`src/rtl/ntt_pkg.sv`:
```
// Shared constants for the forward and inverse NTT processing elements.
package ntt_pkg;
  localparam int N    = 9;
  localparam int Q    = 257;
  localparam int INV2 = (Q + 1) / 2;
  localparam int SW   = N + 1;   // add/sub width before the conditional correction
  localparam int PW   = 2 * N;   // raw product width
  localparam logic [SW-1:0] Q_EXT = SW'(Q);
endpackage

```
`src/rtl/intt_pe_pipe_if.sv`:
```
// Valid/ready butterfly stream: operands in, x/y results out.
interface intt_pe_pipe_if;
  import ntt_pkg::*;
  logic         in_valid;
  logic         in_ready;
  logic [N-1:0] u;
  logic [N-1:0] v;
  logic [N-1:0] w;
  logic         halve;
  logic         out_valid;
  logic         out_ready;
  logic [N-1:0] x;
  logic [N-1:0] y;

  modport master (output in_valid, u, v, w, halve, out_ready,
                  input  in_ready, out_valid, x, y);
  modport slave  (input  in_valid, u, v, w, halve, out_ready,
                  output in_ready, out_valid, x, y);
endinterface

```
`src/rtl/intt_pe_pipe_modred.sv`:
```
// Combinational reduction of a 2*LOGQ-bit product modulo the constant Q.
module modred #(
  parameter int LOGQ = 9,
  parameter int Q    = 257
) (
  input  logic [2*LOGQ-1:0] p,
  output logic [LOGQ-1:0]   r
);
  localparam logic [2*LOGQ-1:0] QW = (2*LOGQ)'(Q);
  logic [2*LOGQ-1:0] rem;

  assign rem = p % QW;
  assign r   = rem[LOGQ-1:0];
endmodule

```
`src/rtl/intt_pe_pipe.sv`:
```
// Gentleman-Sande inverse-NTT butterfly: x=(u+v), y=(u-v)*w, optional *2^-1, all mod Q.
module intt_pe_pipe
  import ntt_pkg::*;
(
  input  logic           clk,
  input  logic           rst,
  intt_pe_pipe_if.slave  io
);
  localparam int STAGES = 3;

  logic              adv;
  logic [STAGES:1]   vld_pipe;
  logic [SW-1:0]     sum, diff, sq, rq;
  logic [N-1:0]      s_c, d_c, x_c, y_c, r;
  logic [N-1:0]      s1, d1, w1, s2;
  logic              h1, h2;
  logic [PW-1:0]     p2;

  // Whole pipe moves as one; a stalled output freezes every stage behind it.
  assign adv         = !vld_pipe[STAGES] || io.out_ready;
  assign io.in_ready = adv;
  assign io.out_valid = vld_pipe[STAGES];

  always_comb begin
    sum  = {1'b0, io.u} + {1'b0, io.v};
    diff = {1'b0, io.u} - {1'b0, io.v};
    s_c  = (sum >= Q_EXT) ? N'(sum - Q_EXT) : sum[N-1:0];
    d_c  = diff[N] ? N'(diff + Q_EXT) : diff[N-1:0];
  end

  modred #(.LOGQ(N), .Q(Q)) u_modred (.p(p2), .r(r));

  // Halving mod Q: odd values are made even by adding Q before the shift.
  always_comb begin
    sq  = {1'b0, s2} + Q_EXT;
    rq  = {1'b0, r}  + Q_EXT;
    x_c = s2;
    y_c = r;
    if (h2) begin
      x_c = s2[0] ? sq[N:1] : {1'b0, s2[N-1:1]};
      y_c = r[0]  ? rq[N:1] : {1'b0, r[N-1:1]};
    end
  end

  always_ff @(posedge clk) begin
    if (rst) begin
      vld_pipe <= '0;
      s1       <= '0;
      d1       <= '0;
      w1       <= '0;
      h1       <= 1'b0;
      s2       <= '0;
      p2       <= '0;
      h2       <= 1'b0;
      io.x     <= '0;
      io.y     <= '0;
    end else if (adv) begin
      vld_pipe <= {vld_pipe[STAGES-1:1], io.in_valid};
      s1       <= s_c;
      d1       <= d_c;
      w1       <= io.w;
      h1       <= io.halve;
      s2       <= s1;
      p2       <= PW'(d1) * PW'(w1);
      h2       <= h1;
      io.x     <= x_c;
      io.y     <= y_c;
    end
  end
endmodule

```
`src/flat_wrapper.sv`:
```
// flat-port wrapper written by rule: the top's interface ports become plain ports
module intt_pe_pipe_flat import ntt_pkg::*;
  (clk, rst, io_in_valid, io_u, io_v, io_w, io_halve, io_out_ready, io_in_ready, io_out_valid, io_x, io_y);
  intt_pe_pipe_if io_i ();
  input  logic clk;
  input  logic rst;
  input wire logic [$bits(io_i.in_valid)-1:0] io_in_valid;
  input wire logic [$bits(io_i.u)-1:0] io_u;
  input wire logic [$bits(io_i.v)-1:0] io_v;
  input wire logic [$bits(io_i.w)-1:0] io_w;
  input wire logic [$bits(io_i.halve)-1:0] io_halve;
  input wire logic [$bits(io_i.out_ready)-1:0] io_out_ready;
  output wire logic [$bits(io_i.in_ready)-1:0] io_in_ready;
  output wire logic [$bits(io_i.out_valid)-1:0] io_out_valid;
  output wire logic [$bits(io_i.x)-1:0] io_x;
  output wire logic [$bits(io_i.y)-1:0] io_y;
  assign io_i.in_valid = io_in_valid;
  assign io_i.u = io_u;
  assign io_i.v = io_v;
  assign io_i.w = io_w;
  assign io_i.halve = io_halve;
  assign io_i.out_ready = io_out_ready;
  assign io_in_ready = io_i.in_ready;
  assign io_out_valid = io_i.out_valid;
  assign io_x = io_i.x;
  assign io_y = io_i.y;
  intt_pe_pipe u_core (.clk(clk), .rst(rst), .io(io_i));
endmodule
```
`config.mk`:
```
export PLATFORM = sky130hd
export DESIGN_NAME = intt_pe_pipe_flat
export DESIGN_NICKNAME = d
export VERILOG_FILES = /design/src/rtl/ntt_pkg.sv /design/src/rtl/intt_pe_pipe_if.sv /design/src/rtl/intt_pe_pipe_modred.sv /design/src/rtl/intt_pe_pipe.sv /design/src/flat_wrapper.sv
export SDC_FILE = /design/constraint.sdc
export NUM_CORES = 1
export LEC_CHECK = 0
export CELL_PAD_IN_SITES_DETAIL_PLACEMENT = 0
export CELL_PAD_IN_SITES_GLOBAL_PLACEMENT = 1
export CORE_MARGIN = 3
export CORE_UTILIZATION = 40
export CTS_BUF_LIST = sky130_fd_sc_hd__clkbuf_4 sky130_fd_sc_hd__clkbuf_8
export DETAILED_ROUTE_END_ITERATION = 8
export PLACE_DENSITY = 0.74
export SYNTH_ARGS = -nofsm -noshare
export SYNTH_HDL_FRONTEND = slang
export SYNTH_SLANG_ARGS = --single-unit
export TNS_END_PERCENT = 5
```
`constraint.sdc`:
```
create_clock -name clk -period 15.3 [get_ports clk]
set_clock_uncertainty 0.1 [all_clocks]
set_input_delay 2.295 -clock clk [delete_from_list [all_inputs] [get_ports clk]]
set_output_delay 2.295 -clock clk [all_outputs]
set_load 0.1 [all_outputs]
```
==> impl_metrics.ini, run 1 <==
[status]
status = finished clean

[setup_path]
cpPeakStageDelay_ns = 0.77
required_ns = 15.43
crit_path_frequent_cell = ha_1
crit_fanout = 12
startpoint = u_core.p2[10]$_SDFFE_PP0P_
path_class = reg2reg
cpMaxStageDelayCell = or4_1
start_kind = flip-flop
r2r-start = u_core.p2[10]$_SDFFE_PP0P_
crit_path_end_kind = flip-flop
arrival_ns = 11.67

[synthesis]
avgSynthCellArea_um2 = 7.569
ys_types = 113
ys_top_cells_by_area = dfxtp_1 15%, fa_1 10%, ha_1 7.8%, nand2_1 7.7%, a21oi_1 5.7%
synth_area_um2 = 10380
synth_edf_count = 0
syn_nets = 1520
yosys_register_bits = 77
yosysWarnings = 0
async_flop_share_pct = 0
synth.yosys.seq_area_share_pct = 14.85
synthFlopType = dfxtp_1
synth_top_cell_area_share_pct = 14.85
synth_area_leader_cell = dfxtp_1
synthCells = 1371

[global_route]
busiest_layer = met2
grt_util_all_layers_pct = 18.37
grt_use_met3_pct = 2.065
grt_overflow = 0
grt_max_degree = 93
grt_pass1_vias = 9028
antenna_found_initial = 0
met2_usage_pct = 30.45
grtUsageMet1_pct = 25.31
grt_pass1_wl_um = 44020

[sta]
fmax_ghz = 0.08665
tightest_slew_ns = 0.9922
setup_violations = 0
period_needed_ns = 11.54
slew_headroom_pct = 33.65
hold_violations = 0
drv_slew = 0
grt_setup_unrepaired = no
setup_tns_ns = 0
min_period_over_period_pct = 75.43

[run]
drv_cap = 0

[route]
first_pass_iters = 5
post_drt_wl_per_cell_um = 15.35
drt_drc_violations_left = 0
vias = 9495
drtIter0Drc = 634
drt_wl_total_um = 25970
viasPerCell = 5.612
final_antenna_net_count = 0

[die]
rows = 58
io_pins = 52
die_h_um = 167.1
dieArea_um2 = 27910
die_w_um = 167.1
start_util_pct = 40.97
fp.coreArea_um2 = 25330

[clock_network]
tritoncts = yes
clock-sinks = 77
clockBufferDepth = 2
numCtsBuffers = 9
post_cts_resized = 0
cts_hold_buffers = 0
clkTransAtPathRegs_ns = 0.09
worstSkewPairLatency_ns = 0.37
cts_setup_buffers = 0
cts_htree_levels = 3
cts-root-buf = clkbuf_8

[place]
gp_congestion = 0.9252
portBuffers = 51
hpwlAfterDp_um = 19840

[finish]
antenna_cells = 0
layout_common_cells = 214 x nand2_1, 118 x a21oi_1, 109 x nor2_1
drive_gt1_share_pct = 6.388
syn2layout_area_growth_pct = 6.776
final_common_cell = nand2_1
final_nets = 1506

[worst_hold_path]
worstHoldStart = u_core.s1[2]$_SDFFE_PP0P_
hold_path.class = reg2reg
path summary, 6_finish.rpt:
path / slack [ns] / end / cells after the start
setup reg to reg: 3.76 / u_core.io.y[5]$_SDFFE_PP0P_ / 37
hold / removal: 0.35 / u_core.s2[2]$_SDFFE_PP0P_ / 2
setup / recovery: 3.76 / u_core.io.y[5]$_SDFFE_PP0P_ / 37
hold reg to reg: 0.35 / u_core.s2[2]$_SDFFE_PP0P_ / 2
cell usage after synthesis, drive strengths merged, types with 11 or more instances:
cell and n:
nand4 17, and3 13, o211ai 11, nand3 31, a311oi 11, dfxtp 77, o21ai 45, fa 52
inv 101, xnor2 49, a211oi 30, mux2i 15, o21bai 13, or3 15, nor3 30, nor2 111
a21oi 121, a21o 16, nor4 13, ha 65, clkbuf 50, xor2 20, nand2 216, buf 28
and2 44
sequential cells by signal, summed over array words and instances, names as in the netlist:
name	cells
u_core.h2	1
u_core.p2	18
u_core.io.x	9
u_core.w1	9
u_core.vld_pipe	3
u_core.h1	1
u_core.d1	9
u_core.s1	9
u_core.io.y	9
u_core.s2	9
critical path: cells and delay by family, from the launching register on:
family | cells | cell delay, ns
multiplexers | 1 | 0.22
buffers and inverters | 1 | 0.20
XOR/XNOR | 3 | 1.02
AND/OR/NAND/NOR | 14 | 4.29
flip-flops | 1 | 0.45
AO/OA/AOI/OAI | 15 | 4.07
adder cells (fa/ha/maj) | 3 | 1.04
layout make-up:
type                            count  area, µm²
Clock buffer                        9      123.9
Clock inverter                      7      81.33
Fill cell                        2585      14250
Inverter                          102      382.9
Multi-Input combinational cell   1112       8003
Sequential cell                    77       1541
Tap cell                          330      412.9
Timing Repair Buffer               55      535.5
kinds of logic after synthesis:
family / count (synthesis) / synth area share [%]
AO/OA/AOI/OAI: 354 / 24.50
multiplexers: 21 / 2.255
buffers and inverters: 182 / 8.102
AND/OR/NAND/NOR: 551 / 26.60
flip-flops: 77 / 14.85
adder cells (fa/ha/maj): 117 / 17.87
XOR/XNOR: 69 / 5.823
per-stage QoR:
| step | instance area [µm²] | hold WS (ns) | cells | worst slack [ns] | util (%) |
|---|---|---|---|---|---|
| 2_1_floorplan | 10380 | 0.3321 | 1371 | 4.968 | - |
| 3_3_place_gp | 10880 | 0.3400 | 1676 | 4.210 | 42.94 |
| 3_5_place_dp | 10880 | 0.3431 | 1676 | 3.988 | 42.94 |
| 4_1_cts | 11080 | 0.3557 | 1692 | 3.934 | 43.75 |
| 5_1_grt | 11080 | 0.3693 | 1692 | 2.702 | 43.75 |
| 6_report | 11080 | 0.3520 | 1692 | 3.759 | 43.75 |
metal layers:
| layer | wire length [µm] | part of all wire [%] |
|---|---|---|
| met2 | 11930 | 46 |
| met4 | 537 | 2.1 |
| met5 | 0 | 0 |
| met1 | 12520 | 48 |
| met3 | 981 | 3.8 |
Power of run 1 is left out: the tool's default activity adds up to more than one toggle a clock period on the data nets, which glitch-free logic cannot reach.
==> run 2: changes to the inputs <==
--- a/config.mk
+++ b/config.mk
@@ -11,7 +11,7 @@
 export CORE_UTILIZATION = 40
 export CTS_BUF_LIST = sky130_fd_sc_hd__clkbuf_4 sky130_fd_sc_hd__clkbuf_8
 export DETAILED_ROUTE_END_ITERATION = 8
-export PLACE_DENSITY = 0.74
+export PLACE_DENSITY = 0.77
 export SYNTH_ARGS = -nofsm -noshare
 export SYNTH_HDL_FRONTEND = slang
 export SYNTH_SLANG_ARGS = --single-unit
==> constraint.sdc (replaced) <==
create_clock -name clk -period 9.6 [get_ports clk]
set_clock_uncertainty 0.1 [all_clocks]
set_input_delay 1.44 -clock clk [delete_from_list [all_inputs] [get_ports clk]]
set_output_delay 1.44 -clock clk [all_outputs]
set_load 0.1 [all_outputs]
==> impl_metrics.ini, run 2 (same netlist as run 1, synthesis figures left out) <==
[place]
portBuffers = 51
hpwlAfterDp_um = 20680
pre_cts_slack_ns = -0.1647
dp.cells = 1746
place_area_um2 = 11540
gp_congestion = 0.9314

[clock_network]
cts_htree_levels = 3
cts-root-buf = clkbuf_8
clock-sinks = 77
clkTransAtPathRegs_ns = 0.08
worstSkewPairLatency_ns = 0.36
clockBufferDepth = 2
tritoncts = yes
numCtsBuffers = 9

[sta]
fmax_ghz = 0.1075
min_period_over_period_pct = 96.88
setup_violations = 0
hold_violations = 0
slew_headroom_pct = 33.68
period_needed_ns = 9.301
worst_slack_ns = 0.2991
drv_slew = 0
tightest_slew_ns = 0.9917

[global_route]
grt_util_all_layers_pct = 18.89
antenna_found_initial = 0
grt_overflow = 0
grt_max_degree = 93
grt_pass1_wl_um = 45460
grt_pass1_vias = 9286

[die]
start_util_pct = 40.97
fp.coreArea_um2 = 25330
dieArea_um2 = 27910
die_w_um = 167.1
rows = 58
die_h_um = 167.1
io_pins = 52

[route]
drt_drc_violations_left = 0
drt_wl_total_um = 27850
first_pass_iters = 6
final_antenna_net_count = 0
post_drt_wl_per_cell_um = 15.52
drtIter0Drc = 723
viasPerCell = 5.654
vias = 10140

[setup_path]
arrival_ns = 9.48
cpPeakStageDelay_ns = 0.60
cpMaxStageDelayCell = or4b_4
path_class = reg2reg
crit_path_frequent_cell = nor3_4
crit_path_end_kind = flip-flop
start_kind = flip-flop
required_ns = 9.78
crit_fanout = 7

[finish]
largest_reg_flops = 18
top_register = u_core.p2
layoutNonFillerInstCount = 1794
final_common_cell = nand2_1
drive_gt1_share_pct = 18.37
syn2layout_area_growth_pct = 20.68
fillCellCount = 2431
stdcell_area_um2 = 12520
layout_common_cells = 207 x nand2_1, 113 x a21oi_1, 104 x nor2_1
final_nets = 1608
antenna_cells = 0

[worst_hold_path]
hold_path.class = reg2reg

[run]
drv_cap = 0

[status]
status = finished clean
[run 2: worst paths after layout]
path                         startpoint                          end  slack [ns]  cells after the start
min           u_core.s1[3]$_SDFFE_PP0P_    u_core.s1[3]$_SDFFE_PP0P_        0.36                      2
max reg2reg  u_core.p2[10]$_SDFFE_PP0P_  u_core.io.y[4]$_SDFFE_PP0P_        0.30                     38
min reg2reg   u_core.s1[3]$_SDFFE_PP0P_    u_core.s1[3]$_SDFFE_PP0P_        0.36                      2
max          u_core.p2[10]$_SDFFE_PP0P_  u_core.io.y[4]$_SDFFE_PP0P_        0.30                     38
[run 2: final cells by class]
class	count	area [µm²]	area share [%]
inverter	102	382.9	3.057
clock buffer	11	145.1	1.159
timing repair buffer	156	1305	10.42
clock inverter	5	58.81	0.4696
tap	330	412.9	3.297
sequential	77	1550	12.38
multi-input combinational	1113	8668	69.22
[run 2: routing by layer]
layer	GRT usage (%)	wire, µm
met5	0	0
met4	4.735	396
met3	1.543	1096
met2	30.93	13220
met1	27.01	13130
[run 2: what timing repair did]
item	in CTS	in global routing
setup buffers	2	29
pin swaps	3	43
endpoints found under the setup margin	5	9
resized for setup	5	101
gates cloned	0	1
hold endpoints to repair	0	0
hold buffers	0	0
[run 2: critical path: cells and delay by family (launching register included)]
| family | cells | cell delay (ns) |
|---|---|---|
| AOI/OAI and AO/OA | 16 | 3.86 |
| and+or+nand+nor | 13 | 2.91 |
| muxes | 3 | 0.94 |
| buffers and inverters | 3 | 0.45 |
| adders and majority gates | 2 | 0.44 |
| DFF | 1 | 0.35 |
| xor gates and xnor gates | 1 | 0.18 |
[run 2: metrics by stage]
| step | utilization [%] | TNS [ns] | hold slack, ns |
|---|---|---|---|
| global placement | 45.57 | 0 | 0.3393 |
| floorplan | - | 0 | 0.3321 |
| CTS | 46.53 | 0 | 0.3558 |
| global route | 49.45 | -0.6228 | 0.3741 |
| detailed placement | 45.57 | -0.2498 | 0.3444 |
| finish | 49.45 | 0 | 0.3566 |
Power of run 2 is left out for the same reason.
==> RTL change (config.mk and constraints of run 2) <==
Make the reset (`rst`) asynchronous in one clocked block.
--- a/src/rtl/intt_pe_pipe.sv
+++ b/src/rtl/intt_pe_pipe.sv
@@ -43,5 +43,5 @@
   end
 
-  always_ff @(posedge clk) begin
+  always_ff @(posedge clk or posedge rst) begin
     if (rst) begin
       vld_pipe <= '0;
Function: changed (Yosys sat finds a counterexample within 4 cycles, from zero or initial values and one cycle with rst high; the reset may be asserted at any time).
==> RTL change against run 2 <==
First-iteration DRC count fell by 20%. Synthesized cell count fell by 4.4%. Via count is 7.1% lower. Sequential cell count stayed put. Die area fell by 2.0%. Critical path depth is 6 lower. Synthesized area fell by 2.1%. Non-clock buffer count fell by 25. Routed wire length fell by 7.3%. Setup slack gained 0.10 ns. Cell area shrank 5.2%. Critical path type unchanged.
Power is not shown: default switching activity piles up to over one toggle a cycle in this logic, so the estimate is an artifact.
==> RTL change: results (changes against run 2) <==
The xor and xnor fraction of the mapped netlist area is 6.110% (+0.29 points). The run gives 7787 µm² (-10%) as the area of the multi-input gates. The portion of the layout cell area used by clock cells was 1.570% (-0.058 points).

The count of cell types in the netlist was 96 (-15%); the estimated wirelength of the detail-placed design was 19,770 µm (-4.4%). For the aggregate global-route resource usage, the log shows 18.91% (about the same). Ranked by instance count, the synthesized netlist is headed by sky130_fd_sc_hd__nand2_1 (217), sky130_fd_sc_hd__inv_1 (113), sky130_fd_sc_hd__nor2_1 (93). The delay of the slowest critical-path stage works out to 0.58 ns (-0.02 ns). The sequential portion of the cell area came out at 16.29% (+3.9 points). The maximum number of pins on one net before global-route repair is 87 (-6.5%). From synthesis to final layout, the design area changed by 16.88%. The multi-input gate count came out at 1,054 (-5.3%). The number of instances in the placed design came out at 1,678 (-3.9%).

The compound-cell area share of the yosys netlist is 23.10% (-1.4 points), and the largest fanout of any net on the critical path is 8 (+1). Standard cell with the maximum stage delay on the critical path: sky130_fd_sc_hd__or4b_2. Multiplexer share of the synthesized area: 1.626% (-0.63 points). The global-route wire length before repair is 42,620 µm (-6.3%). The fraction of area in non-clock buffers is 9.475% (-0.95 points). The mean number of vias per cell is 5.489 (-2.9%). The iteration-0 DRC count of the detailed router was 581 (-20%); the number of inverters outside the clock class in the layout was 115 (+13%). The tools report the top achievable clock speed as 108.7 MHz (+1.1%). The mean routed wirelength per cell is 15.03 µm (-3.2%). Final wirelength: 25,810 µm (-7.3%). After synthesis, the cell types taking the most area are sky130_fd_sc_hd__dfrtp_1 (19%), sky130_fd_sc_hd__fa_1 (10%), sky130_fd_sc_hd__nand2_1 (8.0%). The kind of cell adding the most delay to the critical path is simple AND/OR/NAND/NOR gates. The number of non-clock buffers is 131 (-16%). The tools report the arrival time of the worst setup path as 9.40 ns (-0.08 ns). The share of cells above drive strength 1 was 14.00% (-4.4 points); the sequential area share after synthesis was 18.97% (+4.1 points).

Transition time at the pin with the least slew margin: 1.034 ns (+0.04188 ns). The worst-case hold slack was 0.3608 ns (+0.004162 ns). The proportion of register bits with asynchronous set or reset after synthesis came out at 100.0% (+100 points). For the number of clock buffers in the layout, the log shows 9 (-2). The number of nets in the final layout came out at 1,537 (-4.4%). The flow ran to the end, and the final reports show no timing, DRC or antenna violations. The cell area after placement was 11,250 µm² (-2.5%); the mean instance size in the synthesized netlist was 7.754 µm² (+2.4%). The number of inserted filler cells in the final layout came out at 2,484 (+2.2%). The logs give 8,626 (-7.1%) for the via count of the first global-routing pass and 0.9004 (-3.3%) for the final RePlAce weighted congestion.
==> RTL change: cell types whose count changed in the layout (fill, tap and decap cells not counted), moves of 7 or more <==
cell / change
sky130_fd_sc_hd__a211oi_1: -14
sky130_fd_sc_hd__a21oi_1: -29
sky130_fd_sc_hd__a31oi_1: +9
sky130_fd_sc_hd__buf_4: -25
sky130_fd_sc_hd__dfrtp_1: +71
sky130_fd_sc_hd__dfxtp_1: -72
sky130_fd_sc_hd__inv_1: +13
sky130_fd_sc_hd__nand2_1: +9
sky130_fd_sc_hd__nand2_2: -7
sky130_fd_sc_hd__nor2_1: -11
sky130_fd_sc_hd__o21ai_0: +21
==> RTL change: metal layers <==
layer / track usage, % / wire, µm / vias up
met5: 0 / 0 / -
met4: 4.726 / 317 / 0
met3: 1.821 / 956 / 24
met2: 30.38 / 12080 / 199
met1: 27.38 / 12450 / 4496
li1: - / - / 4705
==> RTL change: final timing paths <==
path	from	end	depth (start not counted)
min reg2reg	u_core.vld_pipe[2]$_DFFE_PP0P_	u_core.vld_pipe[3]$_DFFE_PP0P_	1
min in group asynchronous	rst	u_core.p2[2]$_DFFE_PP0P_	3
max in group asynchronous	rst	u_core.p2[12]$_DFFE_PP0P_	3
min	u_core.vld_pipe[2]$_DFFE_PP0P_	u_core.vld_pipe[3]$_DFFE_PP0P_	1
max	u_core.p2[12]$_DFFE_PP0P_	u_core.io.y[8]$_DFFE_PP0P_	32
max reg2reg	u_core.p2[12]$_DFFE_PP0P_	u_core.io.y[8]$_DFFE_PP0P_	32
==> RTL change: repair_timing <==
| item | in CTS | in global routing |
|---|---|---|
| setup endpoints to repair | 0 | 9 |
| hold endpoints to repair | 0 | 0 |
| gates resized for setup | 0 | 54 |
| setup buffers | 0 | 23 |
